## src/rtl/bitwise_unit_arbiter.sv

```systemverilog
// Round-robin arbiter sharing one bitwise logic unit (AND/OR/XOR/NOR) between two
// valid/ready requesters, feeding a one-entry, backpressured, ID-tagged result register.
module bitwise_unit_arbiter #(
  parameter int SIZE = 32
) (
  input  logic            clock,
  input  logic            reset,
  input  logic            req0_valid,
  input  logic [1:0]      req0_op,
  input  logic [SIZE-1:0] req0_a,
  input  logic [SIZE-1:0] req0_b,
  output logic            req0_ready,
  input  logic            req1_valid,
  input  logic [1:0]      req1_op,
  input  logic [SIZE-1:0] req1_a,
  input  logic [SIZE-1:0] req1_b,
  output logic            req1_ready,
  output logic            res_valid,
  output logic [SIZE-1:0] res_data,
  output logic            res_id,
  input  logic            res_ready
);

  typedef enum logic [1:0] {
    OP_AND = 2'b00,
    OP_OR  = 2'b01,
    OP_XOR = 2'b10,
    OP_NOR = 2'b11
  } op_e;

  logic            res_valid_q, res_valid_d;
  logic [SIZE-1:0] res_data_q, res_data_d;
  logic            res_id_q, res_id_d;
  logic            last_q, last_d;

  logic            accept_en;
  logic            winner;
  logic            grant;
  logic [1:0]      win_op;
  logic [SIZE-1:0] win_a;
  logic [SIZE-1:0] win_b;

  function automatic logic [SIZE-1:0] logic_op(input logic [1:0] op,
                                               input logic [SIZE-1:0] a,
                                               input logic [SIZE-1:0] b);
    logic [SIZE-1:0] r;
    case (op_e'(op))
      OP_AND:  r = a & b;
      OP_OR:   r = a | b;
      OP_XOR:  r = a ^ b;
      default: r = ~(a | b);
    endcase
    return r;
  endfunction

  // Under contention the requester that did not win last time goes next.
  always_comb begin
    accept_en = !res_valid_q || res_ready;
    if (req0_valid && req1_valid) begin
      winner = ~last_q;
    end else begin
      winner = !req0_valid;
    end
    grant      = accept_en && (req0_valid || req1_valid) && !reset;
    req0_ready = grant && !winner;
    req1_ready = grant && winner;

    win_op = winner ? req1_op : req0_op;
    win_a  = winner ? req1_a  : req0_a;
    win_b  = winner ? req1_b  : req0_b;

    res_valid_d = res_valid_q;
    res_data_d  = res_data_q;
    res_id_d    = res_id_q;
    last_d      = last_q;
    if (grant) begin
      res_valid_d = 1'b1;
      res_data_d  = logic_op(win_op, win_a, win_b);
      res_id_d    = winner;
      last_d      = winner;
    end else if (res_valid_q && res_ready) begin
      res_valid_d = 1'b0;
    end
  end

  // last resets to 1 so requester 0 wins the first contention.
  always_ff @(posedge clock) begin
    if (reset) begin
      res_valid_q <= 1'b0;
      res_data_q  <= '0;
      res_id_q    <= 1'b0;
      last_q      <= 1'b1;
    end else begin
      res_valid_q <= res_valid_d;
      res_data_q  <= res_data_d;
      res_id_q    <= res_id_d;
      last_q      <= last_d;
    end
  end

  assign res_valid = res_valid_q;
  assign res_data  = res_data_q;
  assign res_id    = res_id_q;

endmodule

```

## config.mk

```make
export PLATFORM = sky130hd
export DESIGN_NAME = bitwise_unit_arbiter
export DESIGN_NICKNAME = d
export VERILOG_FILES = /design/src/rtl/bitwise_unit_arbiter.sv
export SDC_FILE = /design/constraint.sdc
export NUM_CORES = 1
export LEC_CHECK = 0
export CORE_ASPECT_RATIO = 1.4
export CORE_MARGIN = 1.5
export CORE_UTILIZATION = 39
export DETAILED_ROUTE_END_ITERATION = 10
export HOLD_SLACK_MARGIN = 0.1
export MAX_ROUTING_LAYER = met4
export PLACE_DENSITY = 0.79
export SLEW_MARGIN = 20
export SYNTH_ARGS = -nofsm -noshare
export SYNTH_HDL_FRONTEND = slang
export SYNTH_SLANG_ARGS = --single-unit
export TNS_END_PERCENT = 1
```

## constraint.sdc

```tcl
create_clock -name clock -period 1.8 [get_ports clock]
set_input_delay 0.36 -clock clock [delete_from_list [all_inputs] [get_ports clock]]
set_output_delay 0.36 -clock clock [all_outputs]
set_load 0.01 [all_outputs]
```

==> results of run 1 <==
-- area by class of cell --
cell class              instances  area, sq um  share of cell area
clock inverters                 1         5.00            0.000761
clock buffers                   7          133              0.0202
repair buffers                215         2280               0.347
inverters                      69          262              0.0398
diodes                          1         2.50            0.000381
flip-flops and latches         35          702               0.107
multi-input cells             307         3060               0.465
well taps                     110          138              0.0209
-- sequential cells by signal, summed over array words and instances (netlist names) --
register	cells
res_data	32
last_q	1
res_valid	1
res_id	1
-- power groups by stage --
stage               registers (W)  clock network [W]  logic, W
global placement         0.000936                  0   0.00140
CTS                      0.000925           0.000846   0.00155
global route             0.000936           0.000873   0.00185
finish                   0.000926           0.000828   0.00171
floorplan                0.000978                  0  0.000646
detailed placement       0.000940                  0   0.00146
-- layer usage --
layer | up-vias | track usage | share of wire
met5 | - | - | 0
met4 | 0 | 0.0968 | 0.034
met3 | 29 | 0.0316 | 0.044
met2 | 142 | 0.432 | 0.55
met1 | 1893 | 0.249 | 0.38
li1 | 1923 | - | -
-- cells in the final DEF, fill, tap and decap left out, drive strengths merged --
cell type and count:
o211ai 58, dlygate4sd2 2, o21bai 1, or2 1
o21ai 29, dfxtp 35, and3 2, buf 41
nor2b 1, a21oi 2, clkbuf 13, mux2 32
nand2b 1, ha 64, inv 69, a21o 1
nor3 2, a21boi 31, mux2i 38, clkinv 1
nand2 34, nor2 6, clkdlybuf4s50 166, o221ai 3
diode 1, or3 1
-- worst max-delay path by stage --
stage | slack, ns | from | endpoint
2_1_floorplan | -0.06 | last_q | res_data[1]
3_3_place_gp | -0.74 | req1_valid | req1_ready
3_5_place_dp | -0.72 | req1_valid | req1_ready
4_1_cts | -0.08 | req0_valid | res_data[5]
5_1_grt | -0.12 | last_q | res_data[15]
6_report | -0.05 | last_q | res_data[15]
-- cell families (layout without fill, tap and decap cells) --
group                      after synthesis  in the layout  share of synthesized area
AOI/OAI and AO/OA                      125            125                      0.240
buffers and inverters                   97            292                      0.108
DFF                                     35             35                      0.185
adders and majority gates               64             64                      0.212
other                                    0              1                          0
and+or+nand+nor                         47             48                     0.0602
muxes                                   70             70                      0.196
-- metrics by stage --
step / instances / power [W] / cell area [sq um] / util
3_5_place_dp: 727 / 0.00240 / 5910 / 0.625
2_1_floorplan: 438 / 0.00162 / 3800 / -
6_report: 745 / 0.00346 / 6580 / 0.695
4_1_cts: 739 / 0.00332 / 6220 / 0.658
5_1_grt: 745 / 0.00366 / 6580 / 0.695
3_3_place_gp: 727 / 0.00233 / 5910 / 0.625
-- worst max-delay path: stages (launching register included) --
cell and delay [ns]:
dfxtp_2 0.32, nand2b_4 0.19, nand2_8 0.16, buf_8 0.15, mux2_4 0.31, inv_1 0.06, ha_1 0.13, o21ai_0 0.10
a21boi_1 0.15, o211ai_1 0.18
-- what timing repair did --
action | in CTS | in global routing
pin swaps | 4 | 13
setup endpoints to repair | 34 | 34
gates cloned | 2 | 5
buffers inserted | 2 | 0
resized for setup | 76 | 84
==> run summary, run 1 <==
Cts bufs inserted: 5
Pwr per Cell Area: 527 nW/um^2
Chip height: 120 um
Logic pwr share: 0.494
Final Cycle Share: 1.03
Clock sink count: 35
Final Hold Fails: 0
Mapped Area: 3780 sq um
First-pass GRT wire length: 19.0 mm
Setup_tns: -0.312 ns
Internal: 0.00237 W
Detail-routed via count per cell: 5.35
DRC: 0
Setup Skew: 0.00520 ns
Critical Path AT: 2.04 ns
Fmax achieved: 542 MHz
Vias in the first global route: 4091
Vias: 3987
Slew margin rel.: 0.832
Post-route ant nets: 0
Clk Latency, worst-skew pair: 0.28 ns
Area share of the largest cell type after synthesis: 0.212
Unrepaired setup endpoints after global routing: yes
Fillers: 705
WHS: 0.411 ns
WL final: 12.6 mm
Asr flop ratio synth: 0
Die Wd: 86.3 um
Initial antenna violation count: 1
R2r endpoint: res_data[15]
Leak: 2.97 nW
CTS root buf: clkbuf_16
Critical R2R Launch: last_q
Initial core utilization: 0.400
Post-route minimum period: 1.85 ns
TritonCTS clock tree: built
Remaining Overflow, GRT: 0
Count leader, synth: inv_1
Worst-Margin Slew: 0.245 ns
Iteration-0 DRC Markers: 106
Endpoint, Worst Hold: res_valid
Nets: 834
Largest net degree at the start of global routing: 28
Final setup violation count: 13
Final Max Tran Viols: 0
Cells after synthesis: 438
Syn_nets: 639
Synthesis warning total: 0
CORE AREA: 9460 sq um
Critical Path RT: 1.99 ns
CTS clk-pin slew, worst paths: 0.06 ns
Setup crit end kind: register
Number of cells on the worst hold path: 3
GRT Overall Usage: 0.235
Average wire per standard cell: 17.0 um
Routability cong.: 0.780
Post-DP HPWL: 8.84 mm
CTS Buffer Depth: 2
Drt pass-1 iters: 4
Area Growth Syn to Fin: 73.8%
Critical path class: register to register
DIE AREA: 10300 sq um
Synth unique cells: 31
Final worst slack: -0.0456 ns
Run status: complete, but fails checks
Hold Buf Count CTS: 0
R2R cell count: 9
Violated checks: negative setup slack
Syn Area/Cell: 8.64 sq um
Top FF cell, synth: dfxtp_1
Post-synth top area cell: ha_1
H-tree Lvls: 2
Maxcap violations: 0
Port bufs: 172
Max VDD drop: 0.446 mV
Worst Setup Start Kind: register
Seq pwr share: 0.267
Worst-path maximum fanout: 7
IO Pins: 173
Post-synth top cells: inv_1, ha_1, o211ai_1, mux2i_1, dfxtp_1
Switching part of the total: 0.316
R2R Setup Slk: -0.05 ns
Sw power: 0.00109 W
EDFF count, synth: 0
Hold path start: req1_valid
# rows: 42
HP Class: input port to register
Clock share of power: 0.239
Fraction of layout cells with a size suffix above 1: 0.232
Area contributors post-synth: ha_1, dfxtp_1, o211ai_1, mux2i_1, mux2_2
Sequential share of the synthesized area: 0.185
DP Worst Slack: -0.722 ns
FF+latch count, synth: 35
Power figures use the tool's default switching activity.
==> inputs of run 2 (changes only) <==
--- a/config.mk
+++ b/config.mk
@@ -5,13 +5,15 @@
 export SDC_FILE = /design/constraint.sdc
 export NUM_CORES = 1
 export LEC_CHECK = 0
+export CAP_MARGIN = 10
 export CORE_ASPECT_RATIO = 1.4
 export CORE_MARGIN = 1.5
-export CORE_UTILIZATION = 39
+export CORE_UTILIZATION = 50
 export DETAILED_ROUTE_END_ITERATION = 10
+export DONT_BUFFER_PORTS = 1
 export HOLD_SLACK_MARGIN = 0.1
 export MAX_ROUTING_LAYER = met4
-export PLACE_DENSITY = 0.79
+export PLACE_DENSITY = 0.68
 export SLEW_MARGIN = 20
 export SYNTH_ARGS = -nofsm -noshare
 export SYNTH_HDL_FRONTEND = slang
==> run summary, run 2 (synthesis results as in run 1) <==
DRC: 0 (unchanged)
Worst Setup Start Kind: register (unchanged)
Final instance area: 4830 sq um (was 6580 sq um)
Area Growth Syn to Fin: 27.6% (was 73.8%)
Worst-Margin Slew: 0.634 ns (was 0.245 ns)
Max VDD drop: 0.290 mV (was 0.446 mV)
Detail-routed via count per cell: 6.04 (was 5.35)
Routability cong.: 0.787 (was 0.780)
Most common cell after layout, fill and taps aside: inv_1 (was clkdlybuf4s50_1)
WL final: 10.7 mm (was 12.6 mm)
Clock sink count: 35 (unchanged)
Unrepaired setup endpoints after global routing: yes (unchanged)
Worst-path maximum fanout: 5 (was 7)
Placed inst area: 4010 sq um (was 5910 sq um)
Final worst slack: -0.122 ns (was -0.0456 ns)
Initial antenna violation count: 0 (was 1)
Internal: 0.00180 W (was 0.00237 W)
Crit-path leading delay family: multiplexers (was compound AO/OA/AOI/OAI gates)
Critical path class: register to register (unchanged)
N_diodes: 0 (was 1)
CTS Buffer Depth: 2 (unchanged)
Most used cell, CP: buf_12
Cts bufs inserted: 5 (unchanged)
Die Wd: 76.5 um (was 86.3 um)
CORE AREA: 7360 sq um (was 9460 sq um)
GRT Overall Usage: 0.251 (was 0.235)
Setup Skew: 0.00530 ns (was 0.00520 ns)
Slew margin rel.: 0.576 (was 0.832)
Fmax achieved: 520 MHz (was 542 MHz)
First-pass GRT wire length: 15.9 mm (was 19.0 mm)
Port bufs: 0 (was 172)
Slowest cell on crit path: mux2_2 (was dfxtp_2)
Sw power: 0.000981 W (was 0.00109 W)
Initial core utilization: 0.514 (was 0.400)
Iteration-0 DRC Markers: 168 (was 106)
CP bufs+invs: 2 (unchanged)
Critical Path RT: 1.96 ns (was 1.99 ns)
Violated checks: negative setup slack (unchanged)
Crit-path max cell delay: 0.34 ns (was 0.32 ns)
Maxcap violations: 0 (unchanged)
Nets: 656 (was 834)
Clk Latency, worst-skew pair: 0.29 ns (was 0.28 ns)
Setup crit end kind: register (unchanged)
Post-route minimum period: 1.92 ns (was 1.85 ns)
DIE AREA: 8110 sq um (was 10300 sq um)
Run status: complete, but fails checks (unchanged)
Drt pass-1 iters: 4 (unchanged)
TritonCTS clock tree: built (unchanged)
Switching part of the total: 0.353 (was 0.316)
Final Cycle Share: 1.07 (was 1.03)
IO Pins: 173 (unchanged)
Average wire per standard cell: 19.4 um (was 17.0 um)
Final setup violation count: 30 (was 13)
Remaining Overflow, GRT: 0 (unchanged)
Final Hold Fails: 0 (unchanged)
Chip height: 106 um (was 120 um)
Hold Buf Count CTS: 0 (unchanged)
Setup_tns: -1.47 ns (was -0.312 ns)
Leak: 2.18 nW (was 2.97 nW)
Post-route ant nets: 0 (unchanged)
Clock share of power: 0.233 (was 0.239)
WHS: 0.137 ns (was 0.411 ns)
HP Class: input port to register (unchanged)
Max reg flops: 32 (unchanged)
Pwr per Cell Area: 576 nW/um^2 (was 527 nW/um^2)
Most frequent cells in the layout: inv_1, o211ai_1, ha_1, dfxtp_1, nand2_1 (was clkdlybuf4s50_1, inv_1, ha_1, o211ai_1, dfxtp_1)
Vias: 3340 (was 3987)
Fraction of layout cells with a size suffix above 1: 0.338 (was 0.232)
Logic pwr share: 0.411 (was 0.494)
CTS clk-pin slew, worst paths: 0.07 ns (was 0.06 ns)
# rows: 37 (was 42)
Largest net degree at the start of global routing: 26 (was 28)
Critical Path AT: 2.08 ns (was 2.04 ns)
Seq pwr share: 0.356 (was 0.267)
Post-DP HPWL: 6.96 mm (was 8.84 mm)
Final Max Tran Viols: 0 (unchanged)
CTS root buf: clkbuf_8 (was clkbuf_16)
H-tree Lvls: 2 (unchanged)
Vias in the first global route: 3328 (was 4091)
Total power: 0.00278 W (was 0.00346 W)
Critical path, cell by cell: nand2b_4 -> nand2_8 -> buf_12 -> buf_12 -> mux2_2 -> ha_1 -> a21boi_1 -> o211ai_2 (was nand2b_4 -> nand2_8 -> buf_8 -> mux2_4 -> inv_1 -> ha_1 -> o21ai_0 -> a21boi_1 -> o211ai_1)
[run 2: cell types whose count changed in the layout (fill, tap and decap cells not counted), sizes merged]
cell	before	now
clkdlybuf4s50	166	0
buf	41	34
clkbuf	13	11
dlygate4sd2	2	0
clkinv	1	0
diode	1	0
nand2	34	33
o21bai	1	2
[run 2: layout make-up]
cell class,instances,area [sq um]
Fill cell,601,2530
Timing Repair Buffer,37,479
Clock buffer,8,100
Multi-Input combinational cell,307,3170
Sequential cell,35,702
Tap cell,97,121
Inverter,69,262
[run 2: final timing paths]
check | startpoint | to | slack [ns] | cells past startpoint
worst max register to register | last_q | res_data[25] | -0.12 | 8
worst min register to register | last_q | last_q | 0.47 | 2
worst max-delay path | last_q | res_data[25] | -0.12 | 8
worst min-delay path | reset | res_valid | 0.14 | 1
[run 2: worst reg2reg max path, delay by kind of cell (launching register included)]
kind            cells  cell delay (ns)
compound gates      2             0.29
mux                 1             0.34
simple gates        2             0.27
fa+ha+maj           1             0.31
buf+inv             2             0.26
flops               1             0.33
[run 2: power groups by stage]
| stage | clock network (W) | logic (W) | registers [W] |
|---|---|---|---|
| after floorplan | 0 | 0.000646 | 0.000978 |
| after global placement | 0 | 0.000804 | 0.00101 |
| after detailed placement | 0 | 0.000844 | 0.00101 |
| after CTS | 0.000654 | 0.000948 | 0.000990 |
| after global routing | 0.000697 | 0.00127 | 0.000999 |
| final | 0.000647 | 0.00114 | 0.000990 |
[run 2: routing by layer]
metal,routed length [um],part of all wire,global-route usage,vias up
met3,574,0.053,0.0326,18
met4,195,0.018,0.0701,0
li1,-,-,-,1572
met1,4240,0.39,0.282,1605
met2,5730,0.53,0.464,145
met5,0,0,-,-
[run 2: stage by stage]
stage,worst slack [ns],util,std cells
2_1_floorplan,-0.0617,-,438
3_3_place_gp,-0.0683,0.544,530
3_5_place_dp,-0.118,0.544,530
4_1_cts,-0.0735,0.591,545
5_1_grt,-0.205,0.656,553
6_report,-0.122,0.656,553
[run 2: timing repair]
action	4_1_cts	5_1_grt
pin swaps	3	18
buffers inserted	3	7
cloned	4	3
resized for setup	40	114
setup endpoints to repair	34	34
